$ cat src/rtl/fetch_unit_pkg.sv
// fetch_unit_pkg: shared sizes and the fetch FSM state encoding
package fetch_unit_pkg;
  localparam int DEF_WORD_SIZE = 16;
  localparam int DEF_MEM_SIZE = 256;
  localparam int DEF_ADDR_BITS = $clog2(DEF_MEM_SIZE);
  typedef enum logic [1:0] {IDLE = 2'd0, RUN = 2'd1, DRAIN = 2'd2} state_t;
endpackage

$ cat src/rtl/fetch_unit_pc_reg.sv
// fetch_unit_pc_reg: program counter with redirect load and wrapping increment (clk, reset, i_load/i_target, i_inc -> o_pc)
module fetch_unit_pc_reg #(
  parameter int ADDR_BITS = 8,
  parameter logic [ADDR_BITS-1:0] RESET_PC = '0
) (
  input  logic                 clk,
  input  logic                 reset,
  input  logic                 i_load,
  input  logic [ADDR_BITS-1:0] i_target,
  input  logic                 i_inc,
  output logic [ADDR_BITS-1:0] o_pc
);
  logic [ADDR_BITS-1:0] r_pc;
  always_ff @(posedge clk) begin
    if (reset) r_pc <= RESET_PC;
    else if (i_load) r_pc <= i_target;
    else if (i_inc) r_pc <= r_pc + ADDR_BITS'(1);
  end
  assign o_pc = r_pc;
endmodule

$ cat src/rtl/fetch_unit.sv
// fetch_unit: PC/IR fetch stage with run/halt FSM, valid/ready handoff to decode, redirect flush and saturating fetch count
module fetch_unit
  import fetch_unit_pkg::*;
#(
  parameter int WORD_SIZE = DEF_WORD_SIZE,
  parameter int ADDR_BITS = DEF_ADDR_BITS,
  parameter int RESET_PC = 0
) (
  input  logic                 clk,
  input  logic                 reset,
  input  logic                 start,
  input  logic                 halt,
  output logic [WORD_SIZE-1:0] pointer,
  input  logic [WORD_SIZE-1:0] instr_in,
  output logic [WORD_SIZE-1:0] instr_out,
  output logic [WORD_SIZE-1:0] instr_pc,
  output logic                 instr_valid,
  input  logic                 instr_ready,
  input  logic                 redirect,
  input  logic [WORD_SIZE-1:0] redirect_target,
  output logic                 running,
  output logic [WORD_SIZE-1:0] fetch_count
);
  state_t r_state, w_state_next;
  logic [WORD_SIZE-1:0] r_ir, r_ipc, r_count;
  logic r_valid, w_xfer, w_load, w_fetch;
  logic [ADDR_BITS-1:0] w_pc;
  logic w_unused;
  assign w_unused = &{1'b0, redirect_target};
  assign w_xfer = r_valid & instr_ready;
  assign w_load = !r_valid | instr_ready;
  fetch_unit_pc_reg #(
    .ADDR_BITS(ADDR_BITS),
    .RESET_PC (ADDR_BITS'(RESET_PC))
  ) u_pc (
    .clk     (clk),
    .reset   (reset),
    .i_load  (redirect),
    .i_target(redirect_target[ADDR_BITS-1:0]),
    .i_inc   (w_fetch),
    .o_pc    (w_pc)
  );
  always_comb begin
    w_state_next = IDLE;
    w_fetch = 1'b0;
    if (redirect) w_state_next = (r_state == DRAIN) ? IDLE : r_state;
    else if (r_state == IDLE) w_state_next = start ? RUN : IDLE;
    else if (r_state == RUN) begin
      w_state_next = halt ? DRAIN : RUN;
      w_fetch = !halt && w_load;
    end
    else if (r_state == DRAIN) w_state_next = (!r_valid || w_xfer) ? IDLE : DRAIN;
  end
  always_ff @(posedge clk) begin
    if (reset) begin
      r_state <= IDLE;
      r_ir <= '0;
      r_ipc <= '0;
      r_valid <= 1'b0;
      r_count <= '0;
    end else begin
      r_state <= w_state_next;
      if (redirect) r_valid <= 1'b0;
      else if (w_fetch) begin
        r_valid <= 1'b1;
        r_ir <= instr_in;
        r_ipc <= WORD_SIZE'(w_pc);
      end
      else if (w_xfer) r_valid <= 1'b0;
      if (w_xfer && !redirect && r_count != '1) r_count <= r_count + WORD_SIZE'(1);
    end
  end
  assign pointer = WORD_SIZE'(w_pc);
  assign instr_out = r_ir;
  assign instr_pc = r_ipc;
  assign instr_valid = r_valid;
  assign running = (r_state == RUN) || (r_state == DRAIN);
  assign fetch_count = r_count;
endmodule

$ cat config.mk
export PLATFORM = sky130hd
export DESIGN_NAME = fetch_unit
export DESIGN_NICKNAME = d
export VERILOG_FILES = /design/src/rtl/fetch_unit_pkg.sv /design/src/rtl/fetch_unit_pc_reg.sv /design/src/rtl/fetch_unit.sv
export SDC_FILE = /design/constraint.sdc
export NUM_CORES = 1
export LEC_CHECK = 0
export ABC_AREA = 1
export CORE_ASPECT_RATIO = 1.5
export CORE_MARGIN = 1.5
export CORE_UTILIZATION = 45
export CTS_BUF_LIST = sky130_fd_sc_hd__clkbuf_4 sky130_fd_sc_hd__clkbuf_8
export DETAILED_ROUTE_END_ITERATION = 7
export GPL_TIMING_DRIVEN = 0
export PLACE_DENSITY = 0.92
export SETUP_SLACK_MARGIN = 0.05
export SKIP_LAST_GASP = 1
export SYNTH_ARGS = -nofsm -noshare
export SYNTH_HDL_FRONTEND = slang
export SYNTH_HIERARCHICAL = 1
export SYNTH_SLANG_ARGS = --single-unit
$ cat constraint.sdc
create_clock -name clk -period 2.17 [get_ports clk]
set_input_delay 0.3255 -clock clk [delete_from_list [all_inputs] [get_ports clk]]
set_output_delay 0.3255 -clock clk [all_outputs]
set_load 0.02 [all_outputs]
# Word level (Yosys, flattened, before mapping)
# Index checks and enable logic that the tools add are counted.
# totals
input_bits	38
mem_bits_ro	0
word_cells	43
mem_bits_rw	0
ff_bits	51
latch_bits	0
memories	0
out_inout_bits	66
# classes
n_eq_ne	4
shift	0
div	0
mux	15
mul	0
n_reduce_logical	13
n_addsub	2
n_bitwise	3
magnitude_cmp	0
# ops
cell	count
$add 16x1->16 const B	1
$mux 8	2
$ne 16x16->1 const B	1
$mux 2	7
$add 8x1->8 const B	1
$mux 1	6
$reduce_bool 2->1	2
$logic_and 1x1->1	3
$logic_not 1->1	3
$eq 2x1->1 const B	1
$eq 2x2->1 const B	1
$logic_not 2->1	1
$logic_or 1x1->1	2
$ne 2x1->1 const B	1
$reduce_and 2->1	1
$reduce_or 2->1	1
$and 1x1->1	1
$not 1->1	1
$or 1x1->1	1

# Longest topological paths before layout
# depth
ltp_word	8
ltp_mapped	13
depth_no_buf	12

# Cells and area by module
# The synthesis kept the hierarchy.
# by_module_without_submodules
mod	area_each_um2	n_inst	cells_each	seq_area_each_um2
fetch_unit	2210.9	1	316	860.8
fetch_unit_pc_reg	489.2	1	70	160.2

# Worst setup path after synthesis
# No wires, ideal clock.
# synth_timing
kind	register -> register
startpoint	reg r_state[0]
endpoint	reg u_pc.r_pc[4] (netlist: u_pc/o_pc[4])
path_stages_with_launch	12
period_less_slack_ns	1.717
required_time_ns	2.055
setup_ns	0.115
arrival_ns	1.601
slack_ns	0.453
n_path_buf	1
path_cell_list	dfxtp_1 > inv_1 > ha_1 > nor3_2 > inv_2 > nor2_4 > buf_6 > nand4_1 > nand2_1 > nand2_1 > o21ai_0 > inv_1
# synth_between
elab_chain_cells	5
elab_cells_between_ends	6
cone_classes	eq/ne (1); mux (3); reduce/logical (2)
# synth_rtl
item	line	rtl
start: declaration	fetch_unit.sv:24	state_t r_state, w_state_next;
start signal: assignment	fetch_unit.sv:62	r_state <= w_state_next;
$eq 2x1->1	fetch_unit.sv:48	else if (r_state == RUN) begin
$mux 1	fetch_unit.sv:48	
$mux 1 *	fetch_unit.sv:47	else if (r_state == IDLE) w_state_next = start ? RUN : IDLE;
$mux 1 *	fetch_unit.sv:46	if (redirect) w_state_next = (r_state == DRAIN) ? IDLE : r_state;
named net w_fetch	fetch_unit.sv:26	logic r_valid, w_xfer, w_load, w_fetch;
$reduce_bool 2->1 (no line) *	--	
end signal: assignment	fetch_unit_pc_reg.sv:16	else if (i_load) r_pc <= i_target;
end signal: assignment	fetch_unit_pc_reg.sv:17	else if (i_inc) r_pc <= r_pc + ADDR_BITS'(1);
end: declaration	fetch_unit_pc_reg.sv:13	logic [ADDR_BITS-1:0] r_pc;
# Mark *: on every way through the listed nets, which the timed path passes. The rest lies on a longest branch.
# A chain may end at the register's enable or synchronous reset.

# Worst setup path after layout
# Same ends and word-level chain as after synthesis.

==> impl_metrics.tcl <==
set metrics [dict create \
    rr_worst_depth 11 \
    worstPathRequired_ps 2370 \
    grt_pass1_vias 2712 \
    syn_inst 386 \
    cp-end-kind "register" \
    min_period_over_period_pct 91.1 \
    design.core.area_um2 5790 \
    pin_count 104 \
    place_congestion 0.915 \
    clk_pin_slew_worst_paths_ps 90 \
    synth_top_cells_by_area "dfxtp_1 38%, nor2_1 12%, nand2_1 8.2%" \
    relSlewSlack_pct 61.6 \
    syn_avg_cell_area_um2 7.00 \
    cts_setup_buffers 0 \
    final_cells 562 \
    multiInputGateArea_um2 1390 \
    fillers 530 \
    wl_per_cell_um 12.5 \
    cp-start-kind "register" \
    ant_nets 0 \
    die_area_um2 6480 \
    cts_made_buffers 5 \
    synth_area_um2 2700 \
    placedCellCount 552 \
    start_util_pct 46.7 \
    synth_top_family_by_area "simple AND/OR/NAND/NOR gates" \
    timing.fmax_ghz 0.506 \
    worstHoldStart "instr_pc[3]$_SDFFE_PP0P_" \
    setup_viol 0 \
    drv_cap 0 \
    power.density_nw_per_um2 488 \
    leakage_nw 1.57 \
    ys_types 31 \
    ff2ff_setup_slack_ps 190 \
    slew_violations 0 \
    antenna_cells 0 \
    final_nets 533 \
    fin_area_um2 3770 \
    synth_fa_ha_area_share_pct 2.32 \
    seq_area_frac_synth_pct 37.8 \
    hold_class "register to register" \
    fin_worst_skew_ps 7.29 \
    drt_iter0_drc 179 \
    hpwl_um 5390 \
    hold_depth 2 \
    cts_hold_buf 0 \
    clk_latency_ps 300 \
    die_y_um 97.9 \
    ys_seq_elements 51 \
    worstPathArrival_ps 2170 \
    synth_top_area_cell "dfxtp_1" \
    synthMuxAreaShare_pct 0 \
    antenna_found_initial 0 \
    die_w_um 66.2 \
    setup_tns_ps 0 \
    worst_slew_pin_slew_ps 574 \
    yosys_warnings 6 \
    seq_area_um2 1020 \
    rr_endpoint "u_pc/o_pc[4]$_SDFFE_PP0P_" \
    grt_start_max_net_pins 15 \
    synth_simple_gate_area_share_pct 34.4 \
    ctsHtreeMaxLevel 2 \
    vias_per_cell 4.96 \
    wl_um 7020 \
    overflow 0 \
    fin_crit_ps 1980 \
    num_vias 2786 \
    synth_compound_area_share_pct 12.1 \
    rows 34 \
    clock_sinks 51 \
    clock_path_buffers 2 \
    cp_max_fo 13 \
    ir_drop_v 0.000415 \
    holdPathEnd "instr_pc[3]$_SDFFE_PP0P_" \
    clk_root_buffer_cell "clkbuf_8" \
    synth-xor-area-share_pct 0.324 \
    place_area_um2 3640 \
    areaGrowthSynthToFinish_pct 39.5 \
    cts_tree "built" \
    netlist.area_leader.share_pct 37.8 \
    drtPass1Iterations 4 \
    hold_viol 0 \
    portBuffers 79 \
    cts_resized 0 \
    worstSetupPathType "register to register" \
    drive_above_1_share_pct 14.3 \
    drc 0 \
    grt_usage_pct 22.3 \
    grt_pass1_wl_um 11700 \
    reg2reg_from "r_state[0]$_SDFFE_PP0P_" \
    status "finished, final reports clean" \
    rsz0062_at_grt "false" \
]
[metrics by stage]
step | utilization (%) | setup slack (ps) | power, mW | hold WS (ps)
2_1_floorplan | - | 453 | 1.10 | 388
3_3_place_gp | 62.9 | -20.5 | 1.20 | 477
3_5_place_dp | 62.9 | -135 | 1.21 | 500
4_1_cts | 64.7 | 188 | 1.85 | 524
5_1_grt | 65.1 | 84.4 | 1.90 | 549
6_report | 65.1 | 194 | 1.84 | 522
[area by class of cell]
cell class / instances / share of cell area (%)
Inverter: 37 / 3.75
Sequential cell: 51 / 27.1
Clock buffer: 6 / 2.03
Buffer: 26 / 5.48
Multi-Input combinational cell: 287 / 36.8
Timing Repair Buffer: 82 / 21.6
Tap cell: 72 / 2.39
Clock inverter: 1 / 0.797
[logic make-up after synthesis]
| logic type | count (synthesis) |
|---|---|
| DFF | 51 |
| buffers and inverters | 63 |
| adders and majority gates | 5 |
| and+or+nand+nor | 205 |
| other | 1 |
| AOI/OAI and AO/OA | 60 |
| xor gates and xnor gates | 1 |
[power breakdown]
group	total, mW	switching [mW]	internal (mW)
Sequential	0.967	0.0195	0.948
Combinational	0.219	0.107	0.112
Clock	0.651	0.300	0.351
[registers in the layout, summed over array words and instances, names as in the netlist]
| register | cells |
|---|---|
| r_state | 2 |
| u_pc/o_pc | 8 |
| instr_out | 16 |
| fetch_count | 16 |
| instr_pc | 8 |
| instr_valid | 1 |
[critical path, cell delays in order, from the launching register on]
cell and delay (ps):
dfxtp_1 380, inv_1 80, ha_1 230, nor3_2 200
inv_2 80, nor2_4 180, buf_6 180, nand4_1 130
nand2_1 90, nand2_1 50, o21ai_0 200, inv_1 70
[worst max path at each step]
stage	slack, ps	cells after the start	to	start
5_1_grt	80	11	u_pc/o_pc[4]$_SDFFE_PP0P_	r_state[0]$_SDFFE_PP0P_
3_3_place_gp	-20	10	u_pc/o_pc[4]$_SDFFE_PP0P_	redirect
4_1_cts	190	11	u_pc/o_pc[4]$_SDFFE_PP0P_	r_state[0]$_SDFFE_PP0P_
2_1_floorplan	450	11	u_pc/o_pc[4]$_SDFFE_PP0P_	r_state[0]$_SDFFE_PP0P_
3_5_place_dp	-130	10	u_pc/o_pc[4]$_SDFFE_PP0P_	redirect
6_report	190	11	u_pc/o_pc[4]$_SDFFE_PP0P_	r_state[0]$_SDFFE_PP0P_
[placed cells by master (no fill, tap or decap), types with 6 or more instances in the layout]
cell type,instances
nor2_1,88
clkdlybuf4s50_1,79
nand2_1,59
dfxtp_1,51
inv_1,31
o21ai_0,26
nand3_1,25
a21oi_1,20
buf_4,19
conb_1,16
nor2_2,12
buf_6,6
nand3_2,6
[cells in the mapped netlist]
library cell,number
nor2_1,88
nand2_1,59
dfxtp_1,51
inv_1,31
o21ai_0,26
nand3_1,25
a21oi_1,20
buf_4,16
nor2_2,12
buf_6,6
nand3_2,6
ha_1,5
inv_2,5
nand2_2,5
a22oi_1,4
nand4_1,4
nor2_4,4
o21ai_1,3
o21bai_1,3
buf_2,2
a211oi_1,1
a21oi_2,1
a31oi_1,1
clkbuf_1,1
clkbuf_2,1
conb_1,1
inv_4,1
nor3_1,1
nor3_2,1
o211ai_1,1
xor2_1,1
[metal layers]
metal	global-route usage [%]	vias to the layer above	wire [um]
met5	0	-	0
li1	-	1410	-
met4	8.63	0	171
met3	6.57	21	519
met1	21.8	1252	2680
met2	42.1	103	3650
No activity file was read; power rests on OpenSTA's default activity.
